**src/rtl/rv_plic_src_pkg.sv**
```systemverilog
`default_nettype none
// ============================================================================
// Module      : rv_plic_src_pkg
// Description : Shared constants and types for the PLIC source-conditioning
//               filter (rv_plic_src_filter / rv_plic_src_chan).
// Revision    : 1.0 - initial release
// ============================================================================
package rv_plic_src_pkg;

  localparam int SRC_CNT_W_DEFAULT       = 4;
  localparam int SRC_SYNC_STAGES_DEFAULT = 2;

  // Width of the default glitch counter.
  localparam int SRC_CNT_W = SRC_CNT_W_DEFAULT;
  typedef logic [SRC_CNT_W-1:0] src_cnt_t;

  // STABLE while the counter is zero; CHECK while a candidate change is being timed.
  typedef enum logic [0:0] {
    SRC_STABLE = 1'b0,
    SRC_CHECK  = 1'b1
  } src_chan_state_e;

endpackage
`default_nettype wire

```
**src/rtl/rv_plic_src_chan.sv**
```systemverilog
`default_nettype none
// ============================================================================
// Module      : rv_plic_src_chan
// Description : One interrupt-source channel: polarity inversion, synchroniser,
//               optional glitch counter (RV_PLIC_SRC_GLITCH_FILT_EN) and a
//               registered rising-edge pulse.
// Revision    : 1.0 - initial release
// ============================================================================
module rv_plic_src_chan
  import rv_plic_src_pkg::*;
#(
  parameter int SYNC_STAGES = SRC_SYNC_STAGES_DEFAULT,
  parameter int CNT_W       = SRC_CNT_W_DEFAULT
) (
  input  logic             clk_i,
  input  logic             rst_i,
  input  logic             raw_i,
  input  logic             inv_i,
  input  logic             filt_en_i,
  input  logic [CNT_W-1:0] filt_len_i,
  output logic             out_o,
  output logic             rise_o
);

  logic [SYNC_STAGES-1:0] sync_q, sync_d;
  logic                   s;
  logic                   out_q, out_d;
  logic                   rise_q, rise_d;

  // Inversion happens before the first flop so the chain carries the active level.
  always_comb begin
    sync_d = {sync_q[SYNC_STAGES-2:0], raw_i ^ inv_i};
  end

  assign s = sync_q[SYNC_STAGES-1];

  // State register: synchroniser, conditioned level and rise pulse.
  always_ff @(posedge clk_i) begin
    if (rst_i) begin
      sync_q <= '0;
      out_q  <= 1'b0;
      rise_q <= 1'b0;
    end else begin
      sync_q <= sync_d;
      out_q  <= out_d;
      rise_q <= rise_d;
    end
  end

`ifdef RV_PLIC_SRC_GLITCH_FILT_EN
  logic [CNT_W-1:0] cnt_q, cnt_d;
  src_chan_state_e  chan_state;

  assign chan_state = (cnt_q == '0) ? SRC_STABLE : SRC_CHECK;

  // Counter register; cleared by reset even in the middle of a check.
  always_ff @(posedge clk_i) begin
    if (rst_i) begin
      cnt_q <= '0;
    end else begin
      cnt_q <= cnt_d;
    end
  end

  // Next-state: a change must be seen for L+1 consecutive samples before it is accepted.
  always_comb begin
    out_d = out_q;
    cnt_d = cnt_q;
    if (!filt_en_i || (filt_len_i == '0)) begin
      out_d = s;
      cnt_d = '0;
    end else if (s == out_q) begin
      cnt_d = '0;
    end else if (cnt_q >= filt_len_i) begin
      // >= rather than == so a shortened length takes effect on the next edge.
      out_d = s;
      cnt_d = '0;
    end else begin
      cnt_d = cnt_q + CNT_W'(1);
    end
  end

  // A channel can only be timing a change if the filter was enabled on the previous edge.
  a_check_needs_filter : assert property (
    @(posedge clk_i) disable iff (rst_i)
    (chan_state == SRC_CHECK) |-> $past(filt_en_i)
  );
`else
  // Without the filter every channel is a straight synchronised bypass.
  always_comb begin
    out_d = s;
  end

  // Configuration inputs are kept on the port list but have no function here.
  logic unused_filt_cfg;
  assign unused_filt_cfg = ^{filt_en_i, filt_len_i};
`endif

  // Output decode: pulse in the same cycle the registered level first reads 1.
  always_comb begin
    rise_d = out_d & ~out_q;
  end

  assign out_o  = out_q;
  assign rise_o = rise_q;

endmodule
`default_nettype wire

```
**src/rtl/rv_plic_src_filter.sv**
```systemverilog
`default_nettype none
// ============================================================================
// Module      : rv_plic_src_filter
// Description : Per-source interrupt conditioning ahead of rv_plic. Builds the
//               glitch counters only when RV_PLIC_SRC_GLITCH_FILT_EN is
//               defined; otherwise every source is a synchronised bypass.
// Revision    : 1.0 - initial release
// ============================================================================
module rv_plic_src_filter
  import rv_plic_src_pkg::*;
#(
  parameter int N_SOURCE    = 32,
  parameter int SYNC_STAGES = SRC_SYNC_STAGES_DEFAULT,
  parameter int CNT_W       = SRC_CNT_W_DEFAULT
) (
  input  logic                clk_i,
  input  logic                rst_i,
  input  logic [N_SOURCE-1:0] intr_src_i,
  input  logic [N_SOURCE-1:0] inv_i,
  input  logic [N_SOURCE-1:0] filt_en_i,
  input  logic [CNT_W-1:0]    filt_len_i,
  output logic [N_SOURCE-1:0] intr_src_o,
  output logic [N_SOURCE-1:0] rise_o
);

  // One independent channel per source; the filter length is shared.
  for (genvar i = 0; i < N_SOURCE; i++) begin : g_chan
    rv_plic_src_chan #(
      .SYNC_STAGES (SYNC_STAGES),
      .CNT_W       (CNT_W)
    ) u_chan (
      .clk_i      (clk_i),
      .rst_i      (rst_i),
      .raw_i      (intr_src_i[i]),
      .inv_i      (inv_i[i]),
      .filt_en_i  (filt_en_i[i]),
      .filt_len_i (filt_len_i),
      .out_o      (intr_src_o[i]),
      .rise_o     (rise_o[i])
    );
  end

endmodule
`default_nettype wire

```
**config.mk**
```make
export PLATFORM = sky130hd
export DESIGN_NAME = rv_plic_src_filter
export DESIGN_NICKNAME = d
export VERILOG_FILES = /design/src/rtl/rv_plic_src_pkg.sv /design/src/rtl/rv_plic_src_chan.sv /design/src/rtl/rv_plic_src_filter.sv
export SDC_FILE = /design/constraint.sdc
export NUM_CORES = 1
export LEC_CHECK = 0
export ABC_CLOCK_PERIOD_IN_PS = 800
export BUFFER_PORTS_ARGS = -buffer_cell sky130_fd_sc_hd__buf_2
export CAP_MARGIN = 20
export CORE_MARGIN = 1
export CORE_UTILIZATION = 49
export CTS_BUF_LIST = sky130_fd_sc_hd__clkbuf_8
export CTS_CLUSTER_DIAMETER = 80
export DETAILED_ROUTE_END_ITERATION = 6
export GPL_TIMING_DRIVEN = 1
export PLACE_DENSITY = 0.92
export SLEW_MARGIN = 25
export SYNTH_ARGS = -nofsm -noshare
export SYNTH_HDL_FRONTEND = slang
export SYNTH_SLANG_ARGS = --single-unit
```
**constraint.sdc**
```tcl
create_clock -name clk_i -period 0.8 [get_ports clk_i]
set_clock_uncertainty 0.05 [all_clocks]
set_input_delay 0 -clock clk_i [delete_from_list [all_inputs] [get_ports clk_i]]
set_output_delay 0 -clock clk_i [all_outputs]
set_load 0.005 [all_outputs]
```
After elaboration in Yosys (flattened, before gate mapping)
Index checks and enable logic that the tools add are counted.

word-level totals
  register bits after elaboration = 128
  input port bits = 102
  output and inout bits = 64
  logic and storage cells = 192

operators by class
  bitwise gates (word level) = 96

operators by type and width
  cell               number
  1-bit bitwise AND  32
  1-bit inverter     32
  1-bit bitwise XOR  32

Logic depth before layout (Yosys ltp)
Gate-level depths: netlist (run 1).

  word-level depth = 2
  depth in mapped cells = 3

Modules after synthesis
From an unflattened synthesis (run 1), not the netlist that was laid out.

unflattened totals
  cell total of the unflattened synthesis = 288
  area, all modules = 3963.8 sq um

by module, submodules not included
  module            times used  cells each  area each (sq um)  seq. area each (sq um)
  rv_plic_src_chan  32          9           123.9              80.1

Least setup slack after synthesis (run 1)
No wires, ideal clock.

  path kind = reg2reg
  start = register g_chan[0].u_chan.sync_q[1]
  end = register g_chan[0].u_chan.rise_q
  setup time = 114 ps
  data arrival time = 501 ps
  required time = 636 ps
  path slack = 135 ps
  stages on the path, launching flop included = 3
  clock period less this slack = 665 ps
  path through = dfxtp_1 nor2b_1 nor2b_1

between the ends
  word-level cells in the longest chain between the ends = 1

RTL lines
  what                      RTL line                 text
  start: declaration        rv_plic_src_chan.sv:25   logic [SYNC_STAGES-1:0] sync_q, sync_d;
  start signal: assignment  rv_plic_src_chan.sv:44   sync_q <= sync_d;
  1-bit bitwise AND         rv_plic_src_chan.sv:101  rise_d = out_d & ~out_q;
  end signal: assignment    rv_plic_src_chan.sv:46   rise_q <= rise_d;
  end: declaration          rv_plic_src_chan.sv:28   logic rise_q, rise_d;

No other way between the ends.
A chain may end at the register's enable or synchronous reset.

Final worst setup path (run 1)
  start = register g_chan[18].u_chan.out_q
  end = output intr_src_o[18]

RTL lines
  what                      RTL line                  text
  start: declaration        rv_plic_src_chan.sv:27    logic out_q, out_d;
  start signal: assignment  rv_plic_src_chan.sv:45    out_q <= out_d;
  end: declaration          rv_plic_src_filter.sv:22  output logic [N_SOURCE-1:0] intr_src_o,

No word-level cell between the ends.

==> results of run 1 <==
==> path summary, 6_finish.rpt <==
path / startpoint / to
worst min register to register: g_chan[6].u_chan.out_o / g_chan[6].u_chan.rise_o
worst min-delay path: rst_i / g_chan[2].u_chan.out_o
worst max register to register: g_chan[0].u_chan.sync_q[1] / g_chan[0].u_chan.rise_o
worst max-delay path: g_chan[18].u_chan.out_o / intr_src_o[18]
==> sequential cells by signal, indices dropped and copies added (netlist names) <==
signal and flops:
g_chan.u_chan.out_o 32, g_chan.u_chan.sync_q 64, g_chan.u_chan.rise_o 32
==> through the flow <==
step	TNS, ns	worst slack (ns)
after global placement	0	0.04374
final	-5.571	-0.1253
after global routing	-8.197	-0.1704
after detailed placement	0	0.009339
after floorplan	0	0.1350
after CTS	-6.857	-0.1290
==> layout by cell type, fill, tap and decap left out <==
cell             n
clkinv_4         2
dfxtp_1         84
dfxtp_2         44
nor2_1          32
clkinv_2         3
buf_12           2
bufinv_16        3
buf_6           20
clkbuf_8        21
inv_1            2
dlygate4sd3_1   65
xnor2_1         32
nor2b_4          1
buf_4            9
buf_2          109
nor2b_1         84
nor2b_2         11
clkinvlp_4       1
==> worst min-delay path: cells and delay by family <==
| family | cells | cell delay (ns) |
|---|---|---|
| buffers and inverters | 2 | 0.34 |
| AND/OR/NAND/NOR | 1 | 0.06 |
==> kinds of logic (layout without fill, tap and decap cells) <==
logic type             count (synthesis)  in the layout
AND/OR/NAND/NOR                      128            128
XOR/XNOR                              32             32
buffers and inverters                 74            237
flip-flops                           128            128
==> power by group through the flow <==
stage / combinational [W] / clock [W] / sequential [W]
4_1_cts: 0.00104 / 0.00582 / 0.00679
6_report: 0.00112 / 0.00572 / 0.00681
3_3_place_gp: 0.000751 / 0 / 0.00690
3_5_place_dp: 0.000780 / 0 / 0.00692
2_1_floorplan: 0.000546 / 0 / 0.00689
5_1_grt: 0.00122 / 0.00610 / 0.00683
==> repair_timing <==
| action | CTS | global route |
|---|---|---|
| gates resized for setup | 40 | 37 |
| setup endpoints to repair | 64 | 73 |
| hold buffers | 64 | 1 |
| endpoints found under the hold margin | 57 | 6 |
| buffers inserted | 4 | 2 |
==> layout make-up <==
| class | instances | area, µm² | area share |
|---|---|---|---|
| Clock buffer | 21 | 289.0 | 0.05038 |
| Clock inverter | 11 | 137.6 | 0.02399 |
| Multi-Input combinational cell | 160 | 1036 | 0.1806 |
| Sequential cell | 128 | 2618 | 0.4563 |
| Tap cell | 102 | 127.6 | 0.02225 |
| Timing Repair Buffer | 205 | 1529 | 0.2665 |
==> routing by layer <==
| metal | global-route usage | part of all wire | up-vias |
|---|---|---|---|
| li1 | - | - | 1328 |
| met1 | 0.1543 | 0.34 | 1262 |
| met2 | 0.4075 | 0.61 | 80 |
| met3 | 0.04634 | 0.032 | 14 |
| met4 | 0.09103 | 0.018 | 0 |
| met5 | 0 | 0 | - |
==> impl_metrics.csv, run 1 <==
group,metric,value,unit
min_path,hold_path.class,"in2reg",
worst_setup_path,endpoint_kind,"output port",
power,p_int,0.01080,W
worst_setup_path,arrival,0.88,ns
placed_design,portBuffers,129,
clock_network,cts_tree,"done",
detailed_routing,viasPerCell,4.281,
layout,syn2layout_area_growth,40.17,%
clock_network,cts.sinks,128,
die,die_h,93.39,µm
yosys,synth-seq-cells,128,
worst_setup_path,path_depth,1,
worst_setup_path,crit_buf_inv,1,
yosys,synth_warnings,0,
worst_setup_path,worstPathRequired,0.75,ns
sta,layout_setup_ws,-0.1253,ns
global_route,gr-usage-all-layers,0.1905,
yosys,yosysTopAreaCell,"dfxtp_1",
yosys,synth_cell_types,7,
worst_setup_path,cpMaxStageDelayCell,"dfxtp_2",
sta,holdWs,-0.01264,ns
detailed_routing,wl_per_cell,13.41,µm
detailed_routing,first_pass_iters,4,
detailed_routing,routed_wl,8411,µm
yosys,syn_inst,362,
yosys,ys.flop_type,"dfxtp_1",
power,p_total,0.01365,W
power,seqPwrFrac,0.499,
yosys,synth-seq-area-share,0.6261,
clock_network,cts_buffers,17,
global_route,grt_max_degree,48,
clock_network,clock-root-buffer,"clkbuf_8",
yosys,synth_nets,464,
sta,grt_setup_unrepaired,"yes",
yosys,muxShareOfSynthArea,0,
yosys,synthTopCellsByCount,"dfxtp_1, nor2b_1, buf_4",
power,clkPwrFrac,0.419,
power,leakagePower,2.639,nW
yosys,synth_adder_area_share,0,
global_route,grt_overflow_total,0,
layout,antenna_cells,0,
sta,fmax,1.081,GHz
yosys,synth-simple-area-share,0.1761,
die,die_w,93.39,µm
min_path,hold_depth,3,
detailed_routing,drt_iter0_markers,34,
outcome,violations,"negative hold slack, negative setup slack",
sta,tightestPinTransition,0.2315,ns
sta,relSlewSlack,0.8446,
detailed_routing,final_antenna_net_count,0,
power,switchingPower,0.002842,W
detailed_routing,num_vias,2684,
global_route,first_global_vias,2831,
worst_setup_path,r2r_cells,2,
placed_design,hpwl,4411,µm
yosys,synth_edf_count,0,
sta,period_minus_slack,0.9253,ns
yosys,synth_top_family_by_area,"simple AND/OR/NAND/NOR gates",
clock_network,cts_buffer_depth,2,
power,ir_worst_vdd,1.134,mV
clock_network,h-tree-depth,4,
worst_setup_path,slowest_delay,0.35,ns
worst_setup_path,critical_path.top_delay_family,"flip-flops",
yosys,syn-mean-instance-area,11.31,µm²
die,ios,166,
layout,fin_cells,627,
clock_network,clk_latency,0.41,ns
yosys,async_flop_share,0,
die,start_util,0.5189,
worst_setup_path,critical_path_class,"reg2out",
flow_run,drv_cap,0,
die,core,0.007888,mm²
yosys,syn_area,0.004093,mm²
power,swShare,0.2083,
worst_setup_path,path_cells,"buf_2",
sta,timing.final.max_slew_violations,0,
placed_design,place_inst,524,
placed_design,globalplace.congestion,0.7488,
layout,fin_nets,614,
yosys,synth_most_common_cell,"dfxtp_1",
yosys,synth_compound_area_frac,0,
sta,finalSetupViolCount,64,
worst_setup_path,crit_fanout,2,
clock_network,path_clk_slew,0.07,ns
sta,hold_violations,2,
global_route,grt_pass1_wl,12360,µm
detailed_routing,drcViolationCount,0,
layout,fin_util,0.7273,
yosys,synth_top_cells_by_area,"dfxtp_1, nor2b_1, buf_4",
power,powerDensity,2379,mW/mm²
die,num_rows,32,
layout,stdcell_area,0.005737,mm²
power,pwr-share-comb,0.082,
placed_design,place_area,0.004399,mm²
worst_setup_path,start_kind,"flip-flop",
worst_setup_path,r2r_slack,0.02,ns
yosys,synth_xor_area_frac,0.06848,
yosys,synth_top_area_frac,0.6261,
outcome,status,"finished with violations",
global_route,antenna_found_initial,0,
layout,fillers,508,
sta,period_share,1.157,
layout,final_layout_size_suffix_gt1_frac,0.4305,
die,die_area,0.008722,mm²
(Power assumes the default switching activity.)
==> run 2, diff against run 1 <==
--- a/config.mk
+++ b/config.mk
@@ -13,7 +13,9 @@
 export CTS_BUF_LIST = sky130_fd_sc_hd__clkbuf_8
 export CTS_CLUSTER_DIAMETER = 80
 export DETAILED_ROUTE_END_ITERATION = 6
+export GPL_ROUTABILITY_DRIVEN = 0
 export GPL_TIMING_DRIVEN = 1
+export MAX_ROUTING_LAYER = met4
 export PLACE_DENSITY = 0.92
 export SLEW_MARGIN = 25
 export SYNTH_ARGS = -nofsm -noshare
==> run 2 against run 1 <==
  * The run still ends with negative hold slack, negative setup slack left
  * Die area stayed put
  * Sequential power hardly changed
  * Critical path depth stayed put
  * Combinational power hardly changed
  * First-iteration DRC count is 8.8% lower
  * Total power hardly changed
  * Sequential share of layout area stayed put
  * Hold slack hardly changed
  * Cell area stayed put
  * Global-route usage is 0.53 points higher
  * Register-to-register slack hardly changed
==> impl_metrics.csv, run 2 (same netlist as run 1, synthesis figures left out) <==
group,metric,value,unit
sta,fmax,1.085,GHz
worst_setup_path,crit_fanout,2,
layout,final_common_cell,"buf_2",
global_route,met1_usage,0.1548,
layout,area.sequential,0.002618,mm²
worst_setup_path,r2r_cells,2,
power,p_int,0.01080,W
clock_network,clk_latency,0.41,ns
global_route,gr-usage-all-layers,0.1958,
sta,layout_setup_ws,-0.1213,ns
layout,fillers,508,
worst_setup_path,slowest_delay,0.35,ns
clock_network,cts_buffer_depth,2,
power,seqPwrFrac,0.499,
min_path,hold_path_startpoint,"rst_i",
worst_setup_path,r2r_slack,0.02,ns
outcome,violations,"negative hold slack, negative setup slack",
global_route,grt_max_degree,48,
outcome,status,"finished with violations",
die,die_h,93.39,µm
detailed_routing,final_antenna_net_count,0,
layout,regMostFlops,"g_chan.u_chan.sync_q",
detailed_routing,routed_wl,8388,µm
layout,antenna_cells,0,
global_route,grt_overflow_total,0,
power,pwr-share-comb,0.082,
worst_setup_path,reg2reg_from,"g_chan[0].u_chan.sync_q[1]",
clock_network,cts.sinks,128,
die,core,0.007888,mm²
layout,stdcell_area,0.005737,mm²
sta,holdWs,-0.01217,ns
worst_setup_path,worstPathRequired,0.75,ns
worst_setup_path,start_kind,"flip-flop",
power,clkPwrFrac,0.419,
layout,final_layout_size_suffix_gt1_frac,0.4305,
worst_setup_path,path_cells,"buf_2",
die,num_rows,32,
sta,fin_tns_setup,-5.366,ns
global_route,grt_pass1_wl,12360,µm
sta,tightestPinTransition,0.2260,ns
min_path,hold_depth,3,
detailed_routing,drcViolationCount,0,
clock_network,cts_tree,"done",
worst_setup_path,rr_endpoint,"g_chan[0].u_chan.rise_o",
global_route,use_met3,0.04553,
sta,relSlewSlack,0.8483,
clock_network,clock-root-buffer,"clkbuf_8",
detailed_routing,wl_per_cell,13.38,µm
die,ios,166,
detailed_routing,viasPerCell,4.279,
clock_network,cts_buffers,17,
sta,finalSetupViolCount,64,
worst_setup_path,critical_path_class,"reg2out",
worst_setup_path,endpoint_kind,"output port",
die,die_area,0.008722,mm²
die,start_util,0.5189,
worst_setup_path,crit_buf_inv,1,
worst_setup_path,cpMaxStageDelayCell,"dfxtp_2",
sta,period_minus_slack,0.9213,ns
sta,grt_setup_unrepaired,"yes",
flow_run,drv_cap,0,
power,powerDensity,2377,mW/mm²
clock_network,h-tree-depth,4,
detailed_routing,first_pass_iters,4,
detailed_routing,drt_iter0_markers,31,
min_path,holdPathEnd,"g_chan[2].u_chan.out_o",
clock_network,path_clk_slew,0.07,ns
power,leakagePower,2.639,nW
detailed_routing,num_vias,2683,
placed_design,pre_cts_ws,0.009339,ns
layout,layout_common_cells,"buf_2, nor2b_1, dfxtp_1, dlygate4sd3_1, dfxtp_2",
global_route,grtUsageMet2,0.4075,
power,switchingPower,0.002831,W
layout,syn2layout_area_growth,40.17,%
sta,hold_violations,2,
placed_design,portBuffers,129,
global_route,globalRoute.busiestLayer,"met2",
worst_setup_path,critical_path.top_delay_family,"flip-flops",
worst_setup_path,arrival,0.87,ns
layout,fin_nets,614,
layout,largest_reg_flops,64,
sta,timing.final.max_slew_violations,0,
global_route,antenna_found_initial,0,
die,die_w,93.39,µm
power,p_total,0.01364,W
layout,multi_input_area,0.001036,mm²
power,ir_worst_vdd,1.135,mV
global_route,first_global_vias,2825,
power,swShare,0.2076,
min_path,hold_path.class,"in2reg",
placed_design,place_area,0.004399,mm²
placed_design,hpwl,4411,µm
sta,period_share,1.152,
-- run 2: cell counts in the layout (fill, tap and decap cells not counted) --
Identical to the previous run, type by type.
-- run 2: metrics by stage --
step | instances | hold WS (ns) | util
detailed placement | 524 | 0.1936 | 0.5577
finish | 627 | -0.01217 | 0.7273
floorplan | 362 | 0.02912 | -
global route | 627 | -0.01219 | 0.7273
CTS | 624 | -0.02914 | 0.7051
global placement | 524 | 0.1844 | 0.5577
-- run 2: worst max path at each step --
stage,start,to,slack (ns),depth (start not counted)
floorplan,g_chan[0].u_chan.sync_q[1],g_chan[0].u_chan.rise_o,0.13,2
global placement,rst_i,g_chan[14].u_chan.sync_q[0],0.04,4
detailed placement,rst_i,g_chan[0].u_chan.rise_o,0.009,4
CTS,g_chan[19].u_chan.out_o,intr_src_o[19],-0.13,1
global route,g_chan[18].u_chan.out_o,intr_src_o[18],-0.17,1
finish,g_chan[18].u_chan.out_o,intr_src_o[18],-0.12,1
-- run 2: final cells by class --
cell class / instances / area share
tap: 102 / 0.02225
timing repair buffer: 205 / 0.2665
clock buffer: 21 / 0.05038
clock inverter: 11 / 0.02399
multi-input combinational: 160 / 0.1806
sequential: 128 / 0.4563
-- run 2: what timing repair did --
item | 4_1_cts | 5_1_grt
hold endpoints to repair | 57 | 6
resized for setup | 40 | 37
endpoints found under the setup margin | 64 | 73
setup buffers | 4 | 2
hold buffers | 64 | 1
-- run 2: layer usage --
layer	wire [µm]	part of all wire	vias to the layer above
li1	-	-	1328
met1	2815	0.34	1260
met2	5130	0.61	80
met3	283	0.034	15
met4	158	0.019	0
met5	0	0	-
-- run 2: power by group through the flow --
stage / registers [W] / logic (W) / clock network, W
after floorplan: 0.00689 / 0.000546 / 0
after global placement: 0.00690 / 0.000751 / 0
after detailed placement: 0.00692 / 0.000780 / 0
after CTS: 0.00679 / 0.00104 / 0.00582
after global routing: 0.00683 / 0.00122 / 0.00610
final: 0.00681 / 0.00112 / 0.00571
-- run 2: tightest hold or removal path, cell delays in order --
cell and delay [ns]:
buf_2 0.14, buf_12 0.20, nor2b_2 0.06
